[src/rtl/mem_port_arbiter.sv]
// mem_port_arbiter: shares one single-port unified memory between the
// fetch stage (if_*) and the load/store stage (dm_*). One transaction at a
// time; data accesses win over fetches. All strobes, grants and valids come
// straight from flops so the memory port never sees a combinational glitch.
//
// Optional build macro: ARB_STARVE_GUARD_EN
//   When defined, a saturating counter tracks consecutive data grants made
//   while fetch is waiting; once it reaches STARVE_MAX, fetch wins the next
//   arbitration. When undefined, priority is strictly data-first and the
//   counter does not exist.
//
// state  | meaning
// -------+--------------------------------------------------------------
// IDLE   | no transaction; requests are sampled and a winner is latched
// ISSUE  | one cycle: owner's gnt and mem_re/mem_we are high
// WAIT   | read only, MEM_LAT cycles; last cycle captures mem_rdata
// RESP   | one cycle: owner's rvalid is high

module mem_port_arbiter #(
    parameter int ADDR_W     = 12,
    parameter int DATA_W     = 16,
    parameter int MEM_LAT    = 1,
    parameter int STARVE_MAX = 4
) (
    input  logic              clk,
    input  logic              rst,
    input  logic              if_req,
    input  logic [ADDR_W-1:0] if_addr,
    output logic              if_gnt,
    output logic              if_rvalid,
    output logic [DATA_W-1:0] if_rdata,
    input  logic              dm_req,
    input  logic              dm_we,
    input  logic [ADDR_W-1:0] dm_addr,
    input  logic [DATA_W-1:0] dm_wdata,
    output logic              dm_gnt,
    output logic              dm_rvalid,
    output logic [DATA_W-1:0] dm_rdata,
    output logic              mem_re,
    output logic              mem_we,
    output logic [ADDR_W-1:0] mem_addr,
    output logic [DATA_W-1:0] mem_wdata,
    input  logic [DATA_W-1:0] mem_rdata,
    output logic              busy
);

    typedef enum logic [1:0] {
        S_IDLE  = 2'd0,
        S_ISSUE = 2'd1,
        S_WAIT  = 2'd2,
        S_RESP  = 2'd3
    } state_t;

    // Latency counter is 4 bits wide, enough for MEM_LAT up to 15.
    localparam logic [3:0] LAT_LOAD = 4'(MEM_LAT - 1);

    state_t            state_q, state_d;
    logic              owner_dm_q, owner_dm_d;
    logic              we_q, we_d;
    logic [3:0]        lat_cnt_q, lat_cnt_d;
    logic [ADDR_W-1:0] mem_addr_q, mem_addr_d;
    logic [DATA_W-1:0] mem_wdata_q, mem_wdata_d;
    logic [DATA_W-1:0] if_rdata_q, if_rdata_d;
    logic [DATA_W-1:0] dm_rdata_q, dm_rdata_d;
    logic              if_gnt_q, if_gnt_d;
    logic              dm_gnt_q, dm_gnt_d;
    logic              if_rvalid_q, if_rvalid_d;
    logic              dm_rvalid_q, dm_rvalid_d;
    logic              mem_re_q, mem_re_d;
    logic              mem_we_q, mem_we_d;
    logic              busy_q, busy_d;

    logic              fetch_force;
    logic              dm_wins;

`ifdef ARB_STARVE_GUARD_EN
    localparam int STARVE_W = (STARVE_MAX < 1) ? 1 : $clog2(STARVE_MAX + 1);
    localparam logic [STARVE_W-1:0] STARVE_LIM = STARVE_W'(STARVE_MAX);

    logic [STARVE_W-1:0] starve_q, starve_d;

    // Starvation counter: counts data grants that made a waiting fetch wait
    // again; any fetch grant or a quiet fetch side resets it.
    always_comb begin
        starve_d = starve_q;
        if (state_q == S_ISSUE) begin
            if (!owner_dm_q) begin
                starve_d = '0;
            end else if (if_req && (starve_q != STARVE_LIM)) begin
                starve_d = starve_q + STARVE_W'(1);
            end
        end else if ((state_q == S_IDLE) && !if_req) begin
            starve_d = '0;
        end
    end

    // Starvation counter register.
    always_ff @(posedge clk or posedge rst) begin
        if (rst) begin
            starve_q <= '0;
        end else begin
            starve_q <= starve_d;
        end
    end

    assign fetch_force = (starve_q == STARVE_LIM);
`else
    assign fetch_force = 1'b0;
`endif

    // Data wins unless fetch is being protected from starvation.
    assign dm_wins = dm_req && !(fetch_force && if_req);

    // Next-state and registered-output logic; outputs are computed for the
    // state being entered so they line up with it after the clock edge.
    always_comb begin
        state_d     = state_q;
        owner_dm_d  = owner_dm_q;
        we_d        = we_q;
        lat_cnt_d   = lat_cnt_q;
        mem_addr_d  = mem_addr_q;
        mem_wdata_d = mem_wdata_q;
        if_rdata_d  = if_rdata_q;
        dm_rdata_d  = dm_rdata_q;
        if_gnt_d    = 1'b0;
        dm_gnt_d    = 1'b0;
        if_rvalid_d = 1'b0;
        dm_rvalid_d = 1'b0;
        mem_re_d    = 1'b0;
        mem_we_d    = 1'b0;

        unique case (state_q)
            S_IDLE: begin
                if (dm_wins) begin
                    state_d    = S_ISSUE;
                    owner_dm_d = 1'b1;
                    we_d       = dm_we;
                    mem_addr_d = dm_addr;
                    if (dm_we) begin
                        mem_wdata_d = dm_wdata;
                    end
                    dm_gnt_d   = 1'b1;
                    mem_we_d   = dm_we;
                    mem_re_d   = !dm_we;
                end else if (if_req) begin
                    state_d    = S_ISSUE;
                    owner_dm_d = 1'b0;
                    we_d       = 1'b0;
                    mem_addr_d = if_addr;
                    if_gnt_d   = 1'b1;
                    mem_re_d   = 1'b1;
                end
            end
            S_ISSUE: begin
                if (we_q) begin
                    state_d = S_IDLE;
                end else begin
                    state_d   = S_WAIT;
                    lat_cnt_d = LAT_LOAD;
                end
            end
            S_WAIT: begin
                if (lat_cnt_q == 4'd0) begin
                    state_d = S_RESP;
                    if (owner_dm_q) begin
                        dm_rdata_d  = mem_rdata;
                        dm_rvalid_d = 1'b1;
                    end else begin
                        if_rdata_d  = mem_rdata;
                        if_rvalid_d = 1'b1;
                    end
                end else begin
                    lat_cnt_d = lat_cnt_q - 4'd1;
                end
            end
            S_RESP: begin
                state_d = S_IDLE;
            end
            default: begin
                state_d = S_IDLE;
            end
        endcase

        busy_d = (state_d != S_IDLE);
    end

    // State and output registers; reset clears everything at once so an
    // in-flight strobe is dropped immediately.
    always_ff @(posedge clk or posedge rst) begin
        if (rst) begin
            state_q     <= S_IDLE;
            owner_dm_q  <= 1'b0;
            we_q        <= 1'b0;
            lat_cnt_q   <= 4'd0;
            mem_addr_q  <= '0;
            mem_wdata_q <= '0;
            if_rdata_q  <= '0;
            dm_rdata_q  <= '0;
            if_gnt_q    <= 1'b0;
            dm_gnt_q    <= 1'b0;
            if_rvalid_q <= 1'b0;
            dm_rvalid_q <= 1'b0;
            mem_re_q    <= 1'b0;
            mem_we_q    <= 1'b0;
            busy_q      <= 1'b0;
        end else begin
            state_q     <= state_d;
            owner_dm_q  <= owner_dm_d;
            we_q        <= we_d;
            lat_cnt_q   <= lat_cnt_d;
            mem_addr_q  <= mem_addr_d;
            mem_wdata_q <= mem_wdata_d;
            if_rdata_q  <= if_rdata_d;
            dm_rdata_q  <= dm_rdata_d;
            if_gnt_q    <= if_gnt_d;
            dm_gnt_q    <= dm_gnt_d;
            if_rvalid_q <= if_rvalid_d;
            dm_rvalid_q <= dm_rvalid_d;
            mem_re_q    <= mem_re_d;
            mem_we_q    <= mem_we_d;
            busy_q      <= busy_d;
        end
    end

    assign if_gnt    = if_gnt_q;
    assign if_rvalid = if_rvalid_q;
    assign if_rdata  = if_rdata_q;
    assign dm_gnt    = dm_gnt_q;
    assign dm_rvalid = dm_rvalid_q;
    assign dm_rdata  = dm_rdata_q;
    assign mem_re    = mem_re_q;
    assign mem_we    = mem_we_q;
    assign mem_addr  = mem_addr_q;
    assign mem_wdata = mem_wdata_q;
    assign busy      = busy_q;

endmodule

[config.mk]
export PLATFORM = sky130hd
export DESIGN_NAME = mem_port_arbiter
export DESIGN_NICKNAME = d
export VERILOG_FILES = /design/src/rtl/mem_port_arbiter.sv
export SDC_FILE = /design/constraint.sdc
export NUM_CORES = 1
export LEC_CHECK = 0
export BUFFER_PORTS_ARGS = -buffer_cell sky130_fd_sc_hd__buf_4
export CAP_MARGIN = 0
export CORE_UTILIZATION = 45
export DETAILED_ROUTE_END_ITERATION = 7
export GPL_ROUTABILITY_DRIVEN = 0
export PLACE_DENSITY = 0.76
export SLEW_MARGIN = 20
export SYNTH_ARGS = -nofsm -noshare
export SYNTH_HDL_FRONTEND = slang
export SYNTH_SLANG_ARGS = --single-unit
[constraint.sdc]
create_clock -name clk -period 3.2 [get_ports clk]
set_clock_uncertainty 0.05 [all_clocks]
set_input_delay 0.64 -clock clk [delete_from_list [all_inputs] [get_ports clk]]
set_output_delay 0.64 -clock clk [all_outputs]
set_load 0.03 [all_outputs]
# Word level (Yosys, flattened, before mapping)

Index checks and enable logic that the tools add are counted.

Register bits: 75
Latch bits: 0
Memory bits (writable): 0
Bits in read-only memories: 0
Logic and storage cells: 61
Memories kept: 0

Add/subtract/negate cells: 1
Multipliers: 0
Div/mod/pow operators: 0
Order comparisons: 0
Eq/ne operators: 5
Shifts and indexed selects: 0
Multiplexer cells: 28
Bitwise operators: 1
Reduce and logical (&&, ||, !) cells: 11

Operators by type and width:

| operator                                                               | number |
|---|---|
| 12-bit 2-to-1 mux                                                      | 2 |
| 1-bit 2-to-1 mux                                                       | 18 |
| 3-bit AND reduction                                                    | 4 |
| 2-bit 2-to-1 mux                                                       | 4 |
| 4-bit 2-to-1 mux                                                       | 2 |
| 2-bit one-hot mux with 4 select lines                                  | 1 |
| 4-bit one-hot mux with 2 select lines                                  | 1 |
| 2-bit nonzero test                                                     | 3 |
| 2-bit equality test (second input constant)                            | 2 |
| 4-bit zero test                                                        | 1 |
| 2-bit != test (second input constant)                                  | 2 |
| 4-bit by 1-bit subtractor with 4-bit output (second input constant)    | 1 |
| 2-bit by 1-bit equality test with 1-bit output (second input constant) | 1 |
| 2-bit zero test                                                        | 1 |
| 2-bit AND reduction                                                    | 1 |
| 1-bit zero test                                                        | 1 |
| 1-bit inverter                                                         | 1 |

# Depth between registers and ports, before layout

Gate-level depths: netlist (run 1).

Depth in word-level cells: 4
Mapped depth: 8
Depth with buffers taken out: 5

# Worst setup path before layout (run 1)

OpenSTA, ideal clock, no wires.

Path kind: register -> register
Start point: register lat_cnt_q[0]
End point: register if_rdata_q[0], in the netlist if_rdata[0]
Arrival time: 2,002 ps
Data required time: 3,025 ps
Slack: 1,023 ps
Cell stages (with the launch flop): 9
Path buffers: 3
Period minus slack after synthesis: 2,177 ps
Cell sequence: dfrtp_1 inv_1 ha_1 or3b_1 buf_2 or3_1 buf_6 buf_12 mux2_4

Longest elaborated chain between the ends: 2

RTL lines:

| what                                 | RTL line | RTL |
|---|---|---|
| start, declared                      | 60       | `logic [3:0] lat_cnt_q, lat_cnt_d;` |
| start signal, assigned               | 210      | `lat_cnt_q <= lat_cnt_d;` |
| 4-bit zero test                      | 163      | `if (lat_cnt_q == 4'd0) begin` |
| 3-bit AND reduction (no source line) | n/a      |  |
| end signal, assigned                 | 213      | `if_rdata_q <= if_rdata_d;` |
| end, declared                        | 63       | `logic [DATA_W-1:0] if_rdata_q, if_rdata_d;` |

No other way between the ends.
A chain may end at the register's enable or synchronous reset.

# Final worst setup path (run 1)

Start point: register lat_cnt_q[0]
End point: register if_rdata_q[5], in the netlist if_rdata[5]

Same word-level chain as after synthesis.

==> results of run 1 <==
==> final cells by class <==
class / instances / area [um^2]
multi-input combinational: 106 / 1071
clock inverter: 6 / 90.09
sequential: 75 / 1877
fill: 470 / 2156
tap: 77 / 96.34
clock buffer: 10 / 127.6
inverter: 6 / 23.77
timing repair buffer: 129 / 980.9
==> report_power, final <==
group	total, uW	internal, uW	switching (uW)
clock	783	441	342
combinational	2390	1060	1330
sequential	1640	1390	248
total	4820	2900	1920
==> state kept, by name (all words and copies together) (netlist names) <==
register and cells:
dm_rdata 16, if_rdata 16, mem_wdata 16, mem_addr 12
lat_cnt_q 4, state_q 2, busy 1, dm_gnt 1
dm_rvalid 1, if_gnt 1, if_rvalid 1, mem_re 1
mem_we 1, owner_dm_q 1, we_q 1
==> worst max path at each step <==
stage	startpoint	end	slack, ps	cells past startpoint
after floorplan	rst	busy	600	1
after global placement	lat_cnt_q[0]	if_rdata[6]	800	5
after detailed placement	lat_cnt_q[0]	if_rdata[0]	720	5
after CTS	lat_cnt_q[0]	if_rdata[5]	700	5
after global routing	lat_cnt_q[0]	if_rdata[5]	580	5
final	lat_cnt_q[0]	if_rdata[5]	730	5
==> synthesized netlist by cell type (all sizes together) <==
cell	number
dfrtp	75
mux2	72
buf	7
inv	6
a21oi	5
clkbuf	4
nand2b	3
o21ai	3
a21o	2
a311oi	2
and3	2
ha	2
nand2	2
nor2	2
and2	1
nand3b	1
nand4b	1
nor2b	1
nor3b	1
nor4	1
o211ai	1
o221ai	1
o41ai	1
or3	1
or3b	1
==> worst max-delay path, cell delays in order (launching register included) <==
cell and delay (ps):
sky130_fd_sc_hd__dfrtp_1 420, sky130_fd_sc_hd__inv_1 100, sky130_fd_sc_hd__ha_1 160, sky130_fd_sc_hd__or3b_1 450, sky130_fd_sc_hd__or3_1 750, sky130_fd_sc_hd__mux2_4 430
==> layer usage <==
layer	wire [um]	track usage (%)	share of wire, %	vias up
met4	82	7.367	1.3	0
met3	611	6.195	10	9
met1	2607	23.10	43	1009
met5	0	0	0	-
met2	2786	29.21	46	103
li1	-	-	-	957
==> logic make-up after synthesis <==
kind of cell / synth area share [%]
flip-flops: 61.70
AO/OA/AOI/OAI: 3.208
buffers and inverters: 3.085
adder cells (fa/ha/maj): 0.8226
AND/OR/NAND/NOR: 3.415
multiplexers: 27.77
==> per-stage QoR <==
step	worst slack (ps)	hold slack, ps
global route	584.1	348.0
detailed placement	721.9	411.4
finish	730.6	324.0
floorplan	600.0	390.9
CTS	698.1	332.0
global placement	803.1	402.1
==> results.cfg, run 1 <==
[synth]
synth.largest_area_cell = sky130_fd_sc_hd__dfrtp_1
yosys_cell_types = 29
synth_area_leaders = sky130_fd_sc_hd__dfrtp_1 (62%), sky130_fd_sc_hd__mux2_2 (23%), sky130_fd_sc_hd__mux2_4 (4.4%)
sequential_area_share_after_synthesis_pct = 61.70
ys.warnings.count = 0
synthesized_netlist_net_count = 261
synth_largest_type_area_fraction_pct = 61.70
postSynthCellCount = 198
synth-seq-cells = 75
synthesis.area_per_instance_um2 = 15.36
synthesis.area_um2 = 3042

[sta]
fmax_ghz = 0.4050
fin_tns_setup_ps = 0
portion_of_the_clock_cycle_consumed_by_the_worst_path_in_the_final_layout_pct = 77.17
worstMarginPinSlew_ps = 863.5
rsz_0062_raised_after_global_routing = false
maxSlewHeadroom_pct = 42.44
timing_max_transition_violations_final = 0
layout_min_cycle_time_ps = 2469
timing.final.hold_violations = 0
finalSetupViolations = 0

[global_routing]
grt.overflow.total = 0
global_route_wire_length_before_repair_um = 10230
gr-usage-all-layers_pct = 18.31
first_global_vias = 2189
grt_start_max_net_pins = 76
antenna_found_initial = 0

[cts]
cts_inserted_buffers = 9
bufs_on_longest_clock_path = 2
clk_pin_slew_worst_paths_ps = 80
postCtsHoldBufs = 0
cts_repair_resize_count = 0
postCtsSetupRepairBufs = 0
tritoncts = yes
cts.sink_count = 75
cts_root_buf = sky130_fd_sc_hd__clkbuf_8
h-tree-depth = 3
insertion_delay_ps = 330

[power_and_ir_drop]
power_uw = 4819
power_density_nw_per_um2 = 1129
leakage_uw = 0.002088
vdd_drop_max_uv = 638.8

[cells_and_area]
final_common_cell = sky130_fd_sc_hd__buf_4
finalInstanceArea_um2 = 4267
layout_common_cells = sky130_fd_sc_hd__buf_4 (128), sky130_fd_sc_hd__dfrtp_1 (75), sky130_fd_sc_hd__mux2_2 (63)
post_route_cells_drive_above_1_share_pct = 65.36
layout.core_utilization_pct = 66.43
antenna-diode-count = 0
layout-area-overhead-vs-synth_pct = 40.27
total_number_of_nets_in_the_final_design = 390
final_cell_count_no_fill = 409

[setup_path]
cp_max_fo = 17
r2r-end = if_rdata[5]
endpoint_kind = flip-flop
r2r_cells = 5
worstPathArrival_ps = 2640
crit-reg2reg-launch = lat_cnt_q[0]
path_class = flip-flop to flip-flop
startpoint_type = flip-flop
required_ps = 3370
r2r_slack_ps = 730

[routing]
postRouteAntennaNets = 0
first_iteration_detailed_routing_drc_count = 75
wl_per_cell_um = 14.88
detail_route.wirelength_um = 6087
via_per_inst = 5.081
num_vias = 2078
post-route-drc-count = 22
drt_pass1_iterations = 6

[floorplanning]
initial_util_pct = 47.36
floorplan.die_area_um2 = 7092
fp-row-count = 29
dieHeight_um = 84.22
die_width_um = 84.22
io_pins = 128
core_um2 = 6422

[worst_hold_path]
holdCritPathClass = input pin to asynchronous set/reset pin

[place]
dp_cells = 393
detailed_place_hpwl_um = 4439
placedInstanceArea_um2 = 4049
io_buffer_count = 127

[run]
timing.max_cap.violations = 0

[status]
violations = design-rule violations
outcome = finished, violations left
No activity file was read; power rests on OpenSTA's default activity.
==> inputs of run 2 (changes only) <==
Settings changed: CORE_UTILIZATION 45 to 43.
Clock period 3.2 ns to 2.1 ns, I/O delays scaled along.
==> run 2 against run 1 <==
The run now ends clean. Clock power increased by 35%. Final area increased by 2.2%. Utilization decreased by 2.6 points. Largest power group unchanged.
==> results.cfg, run 2 (same netlist as run 1, synthesis figures left out) <==
[cts]
bufs_on_longest_clock_path = 2
h-tree-depth = 3
postCtsSetupRepairBufs = 0
cts.sink_count = 75
insertion_delay_ps = 330
cts_inserted_buffers = 9
clk_pin_slew_worst_paths_ps = 80
tritoncts = yes
cts_root_buf = sky130_fd_sc_hd__clkbuf_8

[sta]
rsz_0062_raised_after_global_routing = false
layout_min_cycle_time_ps = 2027
timing.final.hold_violations = 0
maxSlewHeadroom_pct = 76.56
worstMarginPinSlew_ps = 348.4
timing_max_transition_violations_final = 0
portion_of_the_clock_cycle_consumed_by_the_worst_path_in_the_final_layout_pct = 96.54
finalSetupViolations = 0
fmax_ghz = 0.4932
hold_slack_ps = 9.590

[floorplanning]
initial_util_pct = 44.52
io_pins = 128
die_width_um = 86.11
core_um2 = 6832
fp-row-count = 30
floorplan.die_area_um2 = 7414
dieHeight_um = 86.11

[setup_path]
startpoint_type = flip-flop
endpoint_kind = flip-flop
worstPathCellList = inv_1, ha_1, or3b_1, or3_4, buf_12, mux2_4
cp_max_fo = 17
path_class = flip-flop to flip-flop
worstPathArrival_ps = 2190
critical_path_buf_inv_count = 2
cell_at_the_slowest_stage_of_the_critical_path = sky130_fd_sc_hd__dfrtp_1
cpLargestDelayFamily = simple AND/OR/NAND/NOR gates
required_ps = 2270
stage_delay_of_the_slowest_cell_on_the_critical_path_ps = 390

[power_and_ir_drop]
net-switching-power_uw = 2935
netSwitchingFraction_pct = 40.26
power_frac_comb_pct = 51.2
power_density_nw_per_um2 = 1672
clock_power_share_pct = 14.5
seqPwrFrac_pct = 34.3
leakage_uw = 0.002130
vdd_drop_max_uv = 653.1
power_report.internal_total_uw = 4355

[cells_and_area]
layout_common_cells = sky130_fd_sc_hd__buf_4 (137), sky130_fd_sc_hd__dfrtp_1 (75), sky130_fd_sc_hd__mux2_2 (63)
final_common_cell = sky130_fd_sc_hd__buf_4
post_route_cells_drive_above_1_share_pct = 66.96
layout-area-overhead-vs-synth_pct = 43.36
filler_cell_count = 547
layout.core_utilization_pct = 63.83
total_number_of_nets_in_the_final_design = 400
final_cell_count_no_fill = 438
antenna-diode-count = 0

[place]
dp_cells = 422
detailed_place_hpwl_um = 4621
io_buffer_count = 127

[routing]
num_vias = 2108
wl_per_cell_um = 14.13
detail_route.wirelength_um = 6187
first_iteration_detailed_routing_drc_count = 48
drt_pass1_iterations = 4
post-route-drc-count = 0
postRouteAntennaNets = 0
via_per_inst = 4.813

[global_routing]
gr-usage-all-layers_pct = 18.05
antenna_found_initial = 0
grt_start_max_net_pins = 25
first_global_vias = 2183
global_route_wire_length_before_repair_um = 10410
grt.overflow.total = 0

[status]
outcome = complete, no violations

[run]
timing.max_cap.violations = 0

[worst_hold_path]
holdCritPathClass = input pin to asynchronous set/reset pin
run 2: cell type report:
class                           count  area, um^2  area share [%]
Clock inverter                      7       68.82           1.578
Tap cell                           96       120.1           2.755
Timing Repair Buffer              139        1069           24.50
Inverter                            6       26.28          0.6026
Clock buffer                        9       123.9           2.841
Sequential cell                    75        1877           43.04
Multi-Input combinational cell    106        1076           24.68
run 2: metrics by stage:
step	setup TNS [ps]	worst slack (ps)	power [uW]	instance area, um^2
2_1_floorplan	-691.2	-76.80	4869	3045
3_3_place_gp	0	135.8	6185	4163
3_5_place_dp	0	62.81	6287	4163
4_1_cts	0	44.87	7373	4355
5_1_grt	0	5.377	7698	4360
6_report	0	72.58	7291	4360
run 2: path summary, 6_finish.rpt:
kind                              start      endpoint  slack (ps)  cells past startpoint
max                        lat_cnt_q[0]   if_rdata[2]          70                      6
min                                 rst  mem_wdata[1]          10                      2
max reg2reg                lat_cnt_q[0]   if_rdata[2]          70                      6
min reg2reg                        we_q          we_q         430                      1
max in group asynchronous           rst   mem_addr[1]        1390                      3
min in group clk                  dm_we        mem_re         210                      2
run 2: routing by layer:
metal | part of all wire, % | GRT usage [%] | up-vias
met5 | 0 | 0 | -
met4 | 1.0 | 6.364 | 0
met3 | 6.8 | 4.427 | 7
met2 | 49 | 30.01 | 90
met1 | 43 | 23.00 | 1029
li1 | - | - | 982
run 2: worst reg2reg max path: cells and delay by family (launching register included):
kind          cells  cell delay [ps]
fa+ha+maj         1              160
buf+inv           2              260
flops             1              390
mux               1              300
simple gates      2              750
run 2: power by group through the flow:
stage / sequential [uW] / clock, uW / combinational, uW
final: 2500 / 1060 / 3730
after global routing: 2600 / 1150 / 3950
after CTS: 2510 / 1090 / 3770
after detailed placement: 2530 / 0 / 3760
after global placement: 2500 / 0 / 3690
after floorplan: 3740 / 0 / 1130
run 2: repair_timing:
item                       4_1_cts  5_1_grt
hold buffers                     0        0
setup endpoints to repair        0        9
resized for setup                0        1
==> inputs of run 3 (changes only) <==
==> constraint.sdc (replaced) <==
create_clock -name clk -period 1.79 [get_ports clk]
set_clock_uncertainty 0.05 [all_clocks]
set_input_delay 0.0895 -clock clk [delete_from_list [all_inputs] [get_ports clk]]
set_output_delay 0.0895 -clock clk [all_outputs]
set_load 0.03 [all_outputs]
==> run 3 against run 2 <==
The flow now finishes with violations (negative setup slack). Clock-buffer cell count grew 1. Routed wire length grew 11%. First-iteration DRC count grew 56%. Via count grew 6.8%. Sequential power grew 18%. Utilization grew 6.8 points. Critical path type unchanged. Largest cell class unchanged. Largest power group unchanged.
==> results.cfg, run 3 (same netlist as run 1, synthesis figures left out) <==
[cts]
cts_inserted_buffers = 9
clk_pin_slew_worst_paths_ps = 70
tritoncts = yes
cts_root_buf = sky130_fd_sc_hd__clkbuf_8
cts.sink_count = 75
h-tree-depth = 3
bufs_on_longest_clock_path = 2
insertion_delay_ps = 330

[sta]
hold_slack_ps = 28.35
worstMarginPinSlew_ps = 393.3
maxSlewHeadroom_pct = 73.78
timing.final.hold_violations = 0
portion_of_the_clock_cycle_consumed_by_the_worst_path_in_the_final_layout_pct = 110.5
fin_tns_setup_ps = -2595
fmax_ghz = 0.5058
finalSetupViolations = 16
timing_max_transition_violations_final = 0
layout_setup_ws_ps = -187.1
rsz_0062_raised_after_global_routing = true
layout_min_cycle_time_ps = 1977

[routing]
drt_pass1_iterations = 4
first_iteration_detailed_routing_drc_count = 75
post-route-drc-count = 0
num_vias = 2252
wl_per_cell_um = 14.40
via_per_inst = 4.741
postRouteAntennaNets = 0
detail_route.wirelength_um = 6839

[global_routing]
grt.overflow.total = 0
global_route_wire_length_before_repair_um = 10950
gr-usage-all-layers_pct = 19.29
antenna_found_initial = 0
grt_start_max_net_pins = 76
first_global_vias = 2327

[power_and_ir_drop]
power_uw = 8882
power_density_nw_per_um2 = 1841
vdd_drop_max_uv = 1114
leakage_uw = 0.002317

[cells_and_area]
final_common_cell = sky130_fd_sc_hd__buf_4
antenna-diode-count = 0
post_route_cells_drive_above_1_share_pct = 62.53
layout-area-overhead-vs-synth_pct = 58.62
total_number_of_nets_in_the_final_design = 437
layout_common_cells = sky130_fd_sc_hd__buf_4 (135), sky130_fd_sc_hd__dfrtp_1 (74), sky130_fd_sc_hd__mux2_2 (62)
finalInstanceArea_um2 = 4825

[status]
violations = negative setup slack
outcome = finished, violations left

[setup_path]
worstPathCellList = inv_2, ha_4, or3b_4, or3_4, buf_12, mux2_4
cp_max_fo = 9
cell_at_the_slowest_stage_of_the_critical_path = sky130_fd_sc_hd__dfrtp_1
crit-reg2reg-launch = lat_cnt_q[0]
cp-endpoint = if_rdata[8]
startpoint_type = flip-flop
endpoint_kind = flip-flop
r2r_slack_ps = -190
required_ps = 1960
worstPathArrival_ps = 2140
r2r-end = if_rdata[8]
r2r_cells = 6
path_class = flip-flop to flip-flop
worst_setup_path_startpoint = lat_cnt_q[0]
stage_delay_of_the_slowest_cell_on_the_critical_path_ps = 390

[run]
timing.max_cap.violations = 0

[floorplanning]
dieHeight_um = 86.11
fp-row-count = 30
initial_util_pct = 44.52
io_pins = 128
floorplan.die_area_um2 = 7414
core_um2 = 6832
die_width_um = 86.11

[place]
io_buffer_count = 127
pre_cts_ws_ps = -228.5
placedInstanceArea_um2 = 4180
detailed_place_hpwl_um = 4460

[worst_hold_path]
holdCritPathClass = input pin to flip-flop
==> run 3: critical path, delay by kind of cell (launching register included) <==
kind	cells	cell delay, ps
fa+ha+maj	1	120
buf+inv	2	250
flops	1	390
mux	1	300
simple gates	2	750
==> run 3: layout make-up <==
class                      count  area (um^2)
tap                           96        120.1
timing repair buffer         176         1483
multi-input combinational    106         1100
clock inverter                 6        90.09
fill                         493         2007
inverter                       6        26.28
clock buffer                  10        127.6
sequential                    75         1878
==> run 3: routing by layer <==
layer	GRT usage (%)	part of all wire [%]
met5	0	0
met4	8.636	1.0
met3	5.390	8.3
met2	30.59	48
met1	24.68	43
==> run 3: worst min path at each step <==
stage                       end  cells past startpoint   start
floorplan                mem_re                      1   dm_we
global placement    dm_rdata[1]                      3     rst
detailed placement  dm_rdata[0]                      3     rst
CTS                      if_gnt                      2  dm_req
global route             if_gnt                      2  dm_req
finish                   if_gnt                      2  dm_req
==> run 3: timing repair <==
action                                 in CTS  in global routing
gates cloned                                1                  0
setup endpoints to repair                  16                 35
setup buffers                               1                  1
resized for setup                           5                  7
endpoints found under the hold margin     126                  0
pin swaps                                   1                  0
hold buffers                               35                  0
==> run 3: where the power goes <==
group / internal (uW) / switching, uW / total [uW]
Sequential: 2500 / 456 / 2950
Clock: 787 / 598 / 1390
Combinational: 2100 / 2450 / 4550
Total: 5380 / 3500 / 8880
==> run 3: metrics by stage <==
step | utilization, % | instances
2_1_floorplan | - | 198
3_3_place_gp | 61.19 | 421
3_5_place_dp | 61.19 | 421
4_1_cts | 70.13 | 474
5_1_grt | 70.62 | 475
6_report | 70.62 | 475
